`src/rtl/alu_arbiter_2p.sv`:
```
// alu_arbiter_2p: two requesters share one 16-bit ALU behind a fair round-robin arbiter.
// Latency: accept at edge N, result registered at N+1, rsp_valid seen from N+1; one op per 3 cycles max.
// Backpressure: rsp_* held while rsp_valid && !rsp_ready; both req ready outputs stay 0 until the response leaves.
//
// Ports:
//   clk, rst                      - single clock, synchronous active-high reset
//   reqN_valid/ready/op/a/b       - requester N command port (N = 0, 1), valid/ready handshake
//   rsp_valid/ready               - response handshake
//   rsp_id, rsp_s                 - served requester, 16-bit result
//   rsp_ovf, rsp_zero, rsp_err    - ALU overflow, ALU zero, illegal opcode flag
//
// Build option: define ALU_ARB_OPCHECK_EN to trap illegal opcodes (7, 11, 13, 15) and report
// them through rsp_err with a forced zero result; without it they reach the ALU and rsp_err is 0.

// alu16bit: 16-bit combinational ALU.
// Latency: 0 (pure combinational).
// Backpressure: none.
module alu16bit (
  input  logic [3:0]  op,
  input  logic [15:0] a,
  input  logic [15:0] b,
  output logic [15:0] s,
  output logic        ovf,
  output logic        zero
);

  localparam logic [3:0] OP_SUB = 4'd0;
  localparam logic [3:0] OP_ADD = 4'd1;
  localparam logic [3:0] OP_OR  = 4'd2;
  localparam logic [3:0] OP_AND = 4'd3;
  localparam logic [3:0] OP_DEC = 4'd4;
  localparam logic [3:0] OP_INC = 4'd5;
  localparam logic [3:0] OP_INV = 4'd6;
  localparam logic [3:0] OP_LSL = 4'd8;
  localparam logic [3:0] OP_LEQ = 4'd9;
  localparam logic [3:0] OP_LSR = 4'd10;
  localparam logic [3:0] OP_ASL = 4'd12;
  localparam logic [3:0] OP_ASR = 4'd14;

  logic [3:0]  sh;
  logic [31:0] asl_w;

  // Shifts use b[3:0] as the shift distance.
  assign sh = b[3:0];
  // Sign-extended shift: ASL overflows when the bits pushed past bit 15 disagree with the new sign.
  assign asl_w = {{16{a[15]}}, a} << sh;

  always_comb begin
    s   = 16'h0000;
    ovf = 1'b0;
    case (op)
      OP_SUB: begin
        s   = a - b;
        ovf = (a[15] != b[15]) && (s[15] != a[15]);
      end
      OP_ADD: begin
        s   = a + b;
        ovf = (a[15] == b[15]) && (s[15] != a[15]);
      end
      OP_OR:  s = a | b;
      OP_AND: s = a & b;
      OP_DEC: begin
        s   = a - 16'd1;
        ovf = (a == 16'h8000);
      end
      OP_INC: begin
        s   = a + 16'd1;
        ovf = (a == 16'h7FFF);
      end
      OP_INV: s = ~a;
      OP_LSL: s = a << sh;
      OP_LEQ: s = {15'd0, (a <= b)};
      OP_LSR: s = a >> sh;
      OP_ASL: begin
        s   = asl_w[15:0];
        ovf = (asl_w[31:15] != {17{asl_w[15]}});
      end
      OP_ASR: s = $unsigned($signed(a) >>> sh);
      default: begin
        s   = 16'h0000;
        ovf = 1'b0;
      end
    endcase
  end

  assign zero = (s == 16'h0000);

endmodule

module alu_arbiter_2p (
  input  logic        clk,
  input  logic        rst,
  input  logic        req0_valid,
  output logic        req0_ready,
  input  logic [3:0]  req0_op,
  input  logic [15:0] req0_a,
  input  logic [15:0] req0_b,
  input  logic        req1_valid,
  output logic        req1_ready,
  input  logic [3:0]  req1_op,
  input  logic [15:0] req1_a,
  input  logic [15:0] req1_b,
  output logic        rsp_valid,
  input  logic        rsp_ready,
  output logic        rsp_id,
  output logic [15:0] rsp_s,
  output logic        rsp_ovf,
  output logic        rsp_zero,
  output logic        rsp_err
);

  typedef enum logic [1:0] {IDLE, EXEC, RESP} state_t;

  typedef struct packed {
    logic [3:0]  op;
    logic [15:0] a;
    logic [15:0] b;
  } cmd_t;

  state_t      state_q, state_d;
  logic        last_grant_q, last_grant_d;
  cmd_t        cmd_q, cmd_d;
  logic        id_q, id_d;
  logic        rsp_valid_q, rsp_valid_d;
  logic        rsp_id_q, rsp_id_d;
  logic [15:0] rsp_s_q, rsp_s_d;
  logic        rsp_ovf_q, rsp_ovf_d;
  logic        rsp_zero_q, rsp_zero_d;

  logic        grant0, grant1;
  logic        accept;
  logic [15:0] alu_s;
  logic        alu_ovf, alu_zero;

  // The shared ALU sees only the registered command, never the live request ports.
  alu16bit u_alu (
    .op   (cmd_q.op),
    .a    (cmd_q.a),
    .b    (cmd_q.b),
    .s    (alu_s),
    .ovf  (alu_ovf),
    .zero (alu_zero)
  );

  // On a tie the port that did not win last time is granted.
  assign grant0 = req0_valid && (!req1_valid || last_grant_q);
  assign grant1 = req1_valid && (!req0_valid || !last_grant_q);

  // rst gates ready so nothing is accepted on a reset edge.
  assign req0_ready = !rst && (state_q == IDLE) && grant0;
  assign req1_ready = !rst && (state_q == IDLE) && grant1;
  assign accept     = req0_ready || req1_ready;

`ifdef ALU_ARB_OPCHECK_EN
  logic rsp_err_q, rsp_err_d;
  logic op_illegal;

  assign op_illegal = (cmd_q.op == 4'd7) || (cmd_q.op == 4'd11) ||
                      (cmd_q.op == 4'd13) || (cmd_q.op == 4'd15);
`endif

  always_comb begin
    state_d      = state_q;
    last_grant_d = last_grant_q;
    cmd_d        = cmd_q;
    id_d         = id_q;
    rsp_valid_d  = rsp_valid_q;
    rsp_id_d     = rsp_id_q;
    rsp_s_d      = rsp_s_q;
    rsp_ovf_d    = rsp_ovf_q;
    rsp_zero_d   = rsp_zero_q;
`ifdef ALU_ARB_OPCHECK_EN
    rsp_err_d    = rsp_err_q;
`endif
    case (state_q)
      IDLE: begin
        if (accept) begin
          cmd_d        = req1_ready ? '{op: req1_op, a: req1_a, b: req1_b}
                                    : '{op: req0_op, a: req0_a, b: req0_b};
          id_d         = req1_ready;
          last_grant_d = req1_ready;
          state_d      = EXEC;
        end
      end
      EXEC: begin
        rsp_s_d     = alu_s;
        rsp_ovf_d   = alu_ovf;
        rsp_zero_d  = alu_zero;
        rsp_id_d    = id_q;
        rsp_valid_d = 1'b1;
`ifdef ALU_ARB_OPCHECK_EN
        rsp_err_d   = op_illegal;
        if (op_illegal) begin
          rsp_s_d    = 16'h0000;
          rsp_ovf_d  = 1'b0;
          rsp_zero_d = 1'b1;
        end
`endif
        state_d = RESP;
      end
      RESP: begin
        if (rsp_ready) begin
          rsp_valid_d = 1'b0;
          state_d     = IDLE;
        end
      end
      default: state_d = IDLE;
    endcase
  end

  always_ff @(posedge clk) begin
    if (rst) begin
      state_q      <= IDLE;
      last_grant_q <= 1'b1;
      cmd_q        <= '0;
      id_q         <= 1'b0;
      rsp_valid_q  <= 1'b0;
      rsp_id_q     <= 1'b0;
      rsp_s_q      <= 16'h0000;
      rsp_ovf_q    <= 1'b0;
      rsp_zero_q   <= 1'b0;
`ifdef ALU_ARB_OPCHECK_EN
      rsp_err_q    <= 1'b0;
`endif
    end else begin
      state_q      <= state_d;
      last_grant_q <= last_grant_d;
      cmd_q        <= cmd_d;
      id_q         <= id_d;
      rsp_valid_q  <= rsp_valid_d;
      rsp_id_q     <= rsp_id_d;
      rsp_s_q      <= rsp_s_d;
      rsp_ovf_q    <= rsp_ovf_d;
      rsp_zero_q   <= rsp_zero_d;
`ifdef ALU_ARB_OPCHECK_EN
      rsp_err_q    <= rsp_err_d;
`endif
    end
  end

  assign rsp_valid = rsp_valid_q;
  assign rsp_id    = rsp_id_q;
  assign rsp_s     = rsp_s_q;
  assign rsp_ovf   = rsp_ovf_q;
  assign rsp_zero  = rsp_zero_q;
`ifdef ALU_ARB_OPCHECK_EN
  assign rsp_err   = rsp_err_q;
`else
  assign rsp_err   = 1'b0;
`endif

endmodule

```
`config.mk`:
```
export PLATFORM = sky130hd
export DESIGN_NAME = alu_arbiter_2p
export DESIGN_NICKNAME = d
export VERILOG_FILES = /design/src/rtl/alu_arbiter_2p.sv
export SDC_FILE = /design/constraint.sdc
export NUM_CORES = 1
export LEC_CHECK = 0
export BUFFER_PORTS_ARGS = -buffer_cell sky130_fd_sc_hd__buf_2
export CELL_PAD_IN_SITES_DETAIL_PLACEMENT = 0
export CELL_PAD_IN_SITES_GLOBAL_PLACEMENT = 1
export CORE_MARGIN = 2
export CORE_UTILIZATION = 37
export DETAILED_ROUTE_END_ITERATION = 6
export GPL_TIMING_DRIVEN = 0
export PLACE_DENSITY_LB_ADDON = 0.05
export RECOVER_POWER = 50
export SLEW_MARGIN = 20
export SYNTH_ARGS = -nofsm -noshare
export SYNTH_HDL_FRONTEND = slang
export SYNTH_SLANG_ARGS = --single-unit
```
`constraint.sdc`:
```
create_clock -name clk -period 7.3 [get_ports clk]
set_clock_uncertainty 0.05 [all_clocks]
set_input_delay 0 -clock clk [delete_from_list [all_inputs] [get_ports clk]]
set_output_delay 0 -clock clk [all_outputs]
set_load 0.03 [all_outputs]
```
# Word-level counts from Yosys, hierarchy flattened
# Index checks and enable logic that the tools add are counted.
word_totals:
  regBits: 60
  input_bits: 77
  wordCells: 74
classes:
  n_addsub: 4
  magnitude_cmp: 1
  eq_ne: 22
  shift: 4
  muxes: 8
  bitwise: 3
  reduce_logical: 21
op_table:
  columns: ["operator", "count"]
  rows:
  - ["16-bit case mux with 12 select lines", 1]
  - ["36-bit 2-to-1 mux", 1]
  - ["32-bit by 4-bit left shift with 32-bit output", 1]
  - ["4-bit equality test, second input constant", 5]
  - ["16-bit by 1-bit adder with 16-bit output, second input constant", 1]
  - ["16-bit adder", 1]
  - ["16-bit AND", 1]
  - ["16-bit by 15-bit equality test with 1-bit output, second input constant", 1]
  - ["16-bit equality test, second input constant", 1]
  - ["16-bit <= comparator", 1]
  - ["16-bit logical NOT", 1]
  - ["16-bit != test", 1]
  - ["16-bit inverter", 1]
  - ["16-bit OR", 1]
  - ["16-bit by 4-bit left shift with 16-bit output", 1]
  - ["16-bit by 4-bit >> shifter with 16-bit output", 1]
  - ["16-bit by 4-bit >>> shifter with 16-bit output", 1]
  - ["16-bit by 1-bit subtractor with 16-bit output, second input constant", 1]
  - ["16-bit subtractor", 1]
  - ["4-bit by 3-bit equality test with 1-bit output, second input constant", 3]
  - ["4-bit by 2-bit equality test with 1-bit output, second input constant", 2]
  - ["1-bit logical AND", 7]
  - ["2-bit case mux with 3 select lines", 1]
  - ["2-bit AND reduction", 3]
  - ["15 further kinds", 24]

# Depth between registers and ports, before layout
logic_depth:
  word_depth: 7
  ltp_mapped: 17
  mapped_depth_nobuf: 13

# Modules after synthesis
# Synthesis repeated with hierarchy kept, for this count alone.
unflattened:
  hier_cells: 1102
  hier_area_um2: 8240.4
by_module_without_submodules:
  columns: ["mod", "n_inst", "cells_per_inst", "area_each_um2", "seq_area_each_um2"]
  rows:
  - ["alu16bit", 1, 780, 5407.7, 0.0]
  - ["alu_arbiter_2p", 1, 322, 2832.7, 1201.2]

# Worst setup path after synthesis
# Ideal clock, no wire load.
synth_path:
  path_kind: "reg-to-reg"
  start: "register cmd_q[32] in the netlist's numbering"
  end: "register rsp_zero_q, in the netlist rsp_zero"
  setup_time_ns: 0.069
  arrival_time_ns: 4.675
  t_required_ns: 7.181
  slack_ns: 2.506
  stages_incl_launch_ff: 17
  synth_period_minus_slack_ns: 4.794
  path_cell_list: "dfxtp_1 clkbuf_1 clkbuf_1 buf_2 buf_1 buf_1 nand2_1 ha_1 a21o_1 a221o_1 a41oi_1 xnor2_1 a211o_1 nor3_1 nand4_1 or4_1 o21ai_1"
synth_via:
  elab_chain_cells: 3
synth_lines:
  columns: ["item", "line", "rtl"]
  rows:
  - ["start: declaration", "122", "cmd_t cmd_q, cmd_d;"]
  - ["start signal: assignment", "228", "cmd_q <= cmd_d;"]
  - ["4-bit equality test (tied with other cells)", "51", "case (op)"]
  - ["16-bit case mux with 12 select lines (*)", "51", null]
  - ["16-bit logical NOT (*)", "86", "assign zero = (s == 16'h0000);"]
  - ["end signal: assignment", "234", "rsp_zero_q <= rsp_zero_d;"]
  - ["end: declaration", "128", "logic rsp_zero_q, rsp_zero_d;"]
# Mark *: on every way between the ends. The rest lies on a longest branch, timed or not.
# A chain may end at the register's enable or synchronous reset.

# Final worst setup path
# Ends and elaborated chain as after synthesis.

==> results.yml <==
yosys:
  postSynthNetCount: 1224
  seq_area_frac_synth_pct: 15.2
  mux_cell_area_share_after_synthesis_pct: 12.1
  synthArstFlopShare_pct: 0
  synthesis.area_sq_mm: 0.00790
  synth.lib_cells_used.distinct: 80
  main_combinational_cell_family_by_area_after_synthesis: "compound AO/OA/AOI/OAI gates"
  count_of_state_elements_after_synthesis: 60
  ys_warn_count: 0
  syn_inst: 1073
  fraction_of_the_mapped_netlist_area_in_compound_gates_pct: 25.7
  synthFlopType: "dfxtp_1"
  yosys.area_share.simple_pct: 25.0
  synth.largest_area_cell: "dfxtp_1"
  synthAdderAreaFrac_pct: 12.0
  fraction_of_synthesized_cell_area_taken_by_the_top_area_cell_type_pct: 15.2
  post_synth_most_frequent_cells: "139 x nand2_1, 123 x nor2_1, 71 x ha_1, 66 x clkbuf_1, 60 x dfxtp_1"
  ys_top_cells_by_area: "dfxtp_1 15%, ha_1 11%, nand2_1 6.6%, mux4_2 6.0%, nor2_1 5.8%"
  synthesis.area_per_instance_sq_um: 7.36
  synth_edf_count: 0
  yosys.cell_count.top_type: "nand2_1"
  yosys.area_share.xor_xnor_pct: 2.88
critical_path:
  worst-setup-path-type: "flip-flop to flip-flop"
  largest_driver_fanout_on_the_critical_path: 25
  timing.critical_path.arrival_ps: 6890
  worstSetupStartpointType: "flip-flop"
  timing.critical_path.required_ps: 7520
  reg2reg_setup_slack_ps: 630
  worst_setup_path_end_kind: "flip-flop"
pwr:
  static_leakage_nw: 3.84
  switching_share_pct: 45.7
  power_density_mw_per_mm2: 201
  p_clk_share_pct: 23.3
  sequential_power_share_pct: 21.3
  power.net_switching_w: 0.000896
  comb_power_share_pct: 55.4
  power_report.internal_total_w: 0.00107
  peakVddDrop_v: 0.0000969
finish:
  finalNetCount: 1405
  drive_above_1_share_pct: 11.5
  areaGrowthSynthToFinish_pct: 23.5
  final-instance-count-excl-fill: 1532
  antenna_cells: 0
placed_design:
  dp_hpwl_mm: 29.5
  placed_cells: 1445
  place_congestion: 0.977
  buffer_ports.inserted: 97
sta:
  timing_max_transition_violations_final: 0
  max_freq_mhz: 150
  final.setup.tns_ps: 0
  finalHoldWorstSlack_ps: 315
  final_period_minus_worst_setup_slack_ps: 6670
  post-route-period-util_pct: 91.4
  finalSetupViolCount: 0
  rsz0062_at_grt: "no"
  tightestPinTransition_ps: 959
  hold_viol: 0
  slew_headroom_pct: 35.5
global_routing:
  grt_antenna_before_repair: 0
  globalRoute.totalOverflow: 0
  grt_pass1_vias: 8585
  grt.total_usage_pct: 33.1
  first_pass_grt_wire_length_mm: 54.7
  largest_net_degree_at_the_start_of_global_routing: 26
clock_tree:
  clock_transition_at_path_regs_ps: 50
  insertion_delay_ps: 340
  clock_tree.htree_level_count: 3
  ctsLongestPathBuffers: 2
  ctsRootBufferMaster: "clkbuf_16"
  cts.sinks: 60
  tritoncts: "yes"
  cts_made_buffers: 9
outcome:
  outcome: "finished clean"
routing:
  routed_wl_mm: 37.2
  first_pass_iters: 5
  drc: 0
  dr.first_iter.drc_count: 764
  final_antenna_net_count: 0
  routed_via_density: 6.07
  wire_length_per_cell_after_detailed_routing_microns: 24.3
  vias: 9296
floorplan:
  floorplan.core_area_sq_mm: 0.0210
  design.die.area_sq_mm: 0.0225
  placement_rows: 53
  num_io_pins: 100
  die_w_microns: 150
  chipHeight_microns: 150
  floorplan.initialDensity_pct: 37.7
run:
  maxCapViolations: 0
worst_hold_path:
  holdCritPathClass: "input pin to flip-flop"
## worst max-delay path, stage by stage (launching register included)
cell and delay [ps]:
dfxtp_1 320, clkbuf_1 340, clkbuf_1 520, buf_2 380, buf_1 540, buf_1 590
nand2_2 580, ha_1 470, clkbuf_1 300, nand3_1 120, o2111ai_1 280, a41oi_1 320
xnor2_1 220, a211o_1 340, nor3_1 420, nand4_1 150, or4_1 520, o21ai_1 120
## routing by layer
metal / part of all wire (%) / wire length, microns / vias up / GRT usage (%)
met5: 0 / 0 / - / 0
met4: 3.6 / 1350 / 0 / 11.5
met3: 7.3 / 2710 / 76 / 7.23
met2: 44 / 16500 / 440 / 52.3
met1: 45 / 16600 / 4447 / 44.4
li1: - / - / 4333 / -
## through the flow
| step | setup slack, ps | utilization, % | cell area [sq um] | power [W] |
|---|---|---|---|---|
| after global routing | 326 | 46.5 | 9750 | 0.00207 |
| after CTS | 425 | 46.6 | 9770 | 0.00195 |
| after floorplan | 2510 | - | 7900 | 0.00110 |
| after global placement | 327 | 41.6 | 8720 | 0.00145 |
| final | 629 | 46.5 | 9750 | 0.00196 |
| after detailed placement | 449 | 41.6 | 8720 | 0.00145 |
## cells by family (layout without fill, tap and decap cells)
family / count (synthesis) / after routing
compound gates: 284 / 284
xor+xnor: 26 / 26
fa+ha+maj: 74 / 74
buf+inv: 140 / 324
flops: 60 / 60
mux: 66 / 66
other cells: 1 / 1
simple gates: 422 / 422
## cells in the final DEF (no fill, tap or decap), types with 5 or more instances in the layout
cell type | Yosys | routed
a2111oi_0 | 6 | 6
a211o_1 | 10 | 10
a211oi_1 | 26 | 26
a21o_1 | 6 | 6
a21oi_1 | 53 | 53
a221oi_1 | 8 | 8
a22oi_1 | 9 | 9
a311oi_1 | 39 | 39
a31oi_1 | 11 | 11
and2_1 | 8 | 8
buf_1 | 10 | 7
buf_2 | 8 | 83
clkbuf_1 | 66 | 91
clkbuf_16 | 0 | 9
dfxtp_1 | 60 | 60
dlygate4sd3_1 | 0 | 73
ha_1 | 71 | 71
inv_1 | 45 | 46
inv_2 | 7 | 6
mux2_2 | 8 | 8
mux2i_1 | 33 | 33
mux4_2 | 21 | 21
nand2_1 | 139 | 138
nand2b_1 | 18 | 18
nand3_1 | 30 | 30
nand3b_1 | 5 | 5
nand4_1 | 10 | 10
nor2_1 | 123 | 123
nor2b_1 | 14 | 14
nor3_1 | 32 | 31
o2111ai_1 | 8 | 8
o211ai_1 | 14 | 14
o21ai_0 | 30 | 30
o21ai_1 | 11 | 11
o22ai_1 | 8 | 8
o31ai_1 | 6 | 6
or3_1 | 9 | 9
or4_1 | 5 | 5
xnor2_1 | 18 | 18
xor2_1 | 8 | 8
## flip-flops by register name (all words and copies together), names as in the netlist
register / flops
rsp_id: 1
rsp_valid: 1
id_q: 1
rsp_s: 16
state_q: 2
cmd_q: 36
rsp_ovf: 1
rsp_zero: 1
last_grant_q: 1
## power by group through the flow
stage	sequential [W]	combinational, W	clock, W
after floorplan	0.000426	0.000672	0
after global routing	0.000422	0.00117	0.000480
after detailed placement	0.000423	0.00102	0
after global placement	0.000422	0.00103	0
final	0.000418	0.00109	0.000457
after CTS	0.000416	0.00107	0.000466
## final cells by class
| cell class | count | area, sq um |
|---|---|---|
| Inverter | 52 | 195 |
| Clock buffer | 13 | 280 |
| Tap cell | 275 | 344 |
| Clock inverter | 1 | 30.0 |
| Timing Repair Buffer | 170 | 1190 |
| Sequential cell | 60 | 1200 |
| Multi-Input combinational cell | 873 | 6150 |
| Fill cell | 2226 | 11200 |
| Buffer | 88 | 362 |
## final timing paths
kind / startpoint / end / cells after the start
setup / recovery: cmd_q[32]$_SDFFE_PP0P_ / rsp_zero$_SDFFE_PP0P_ / 17
hold / removal: req0_valid / state_q[0]$_SDFFE_PP0P_ / 4
hold reg to reg: rsp_id$_SDFFE_PP0P_ / rsp_id$_SDFFE_PP0P_ / 2
setup reg to reg: cmd_q[32]$_SDFFE_PP0P_ / rsp_zero$_SDFFE_PP0P_ / 17
## what timing repair did
| action | CTS | global route |
|---|---|---|
| setup endpoints to repair | 0 | 1 |
| endpoints found under the hold margin | 38 | 0 |
| hold buffers | 73 | 0 |
| setup buffers | 0 | 0 |
| resized for setup | 0 | 1 |
Power figures use the tool's default switching activity.
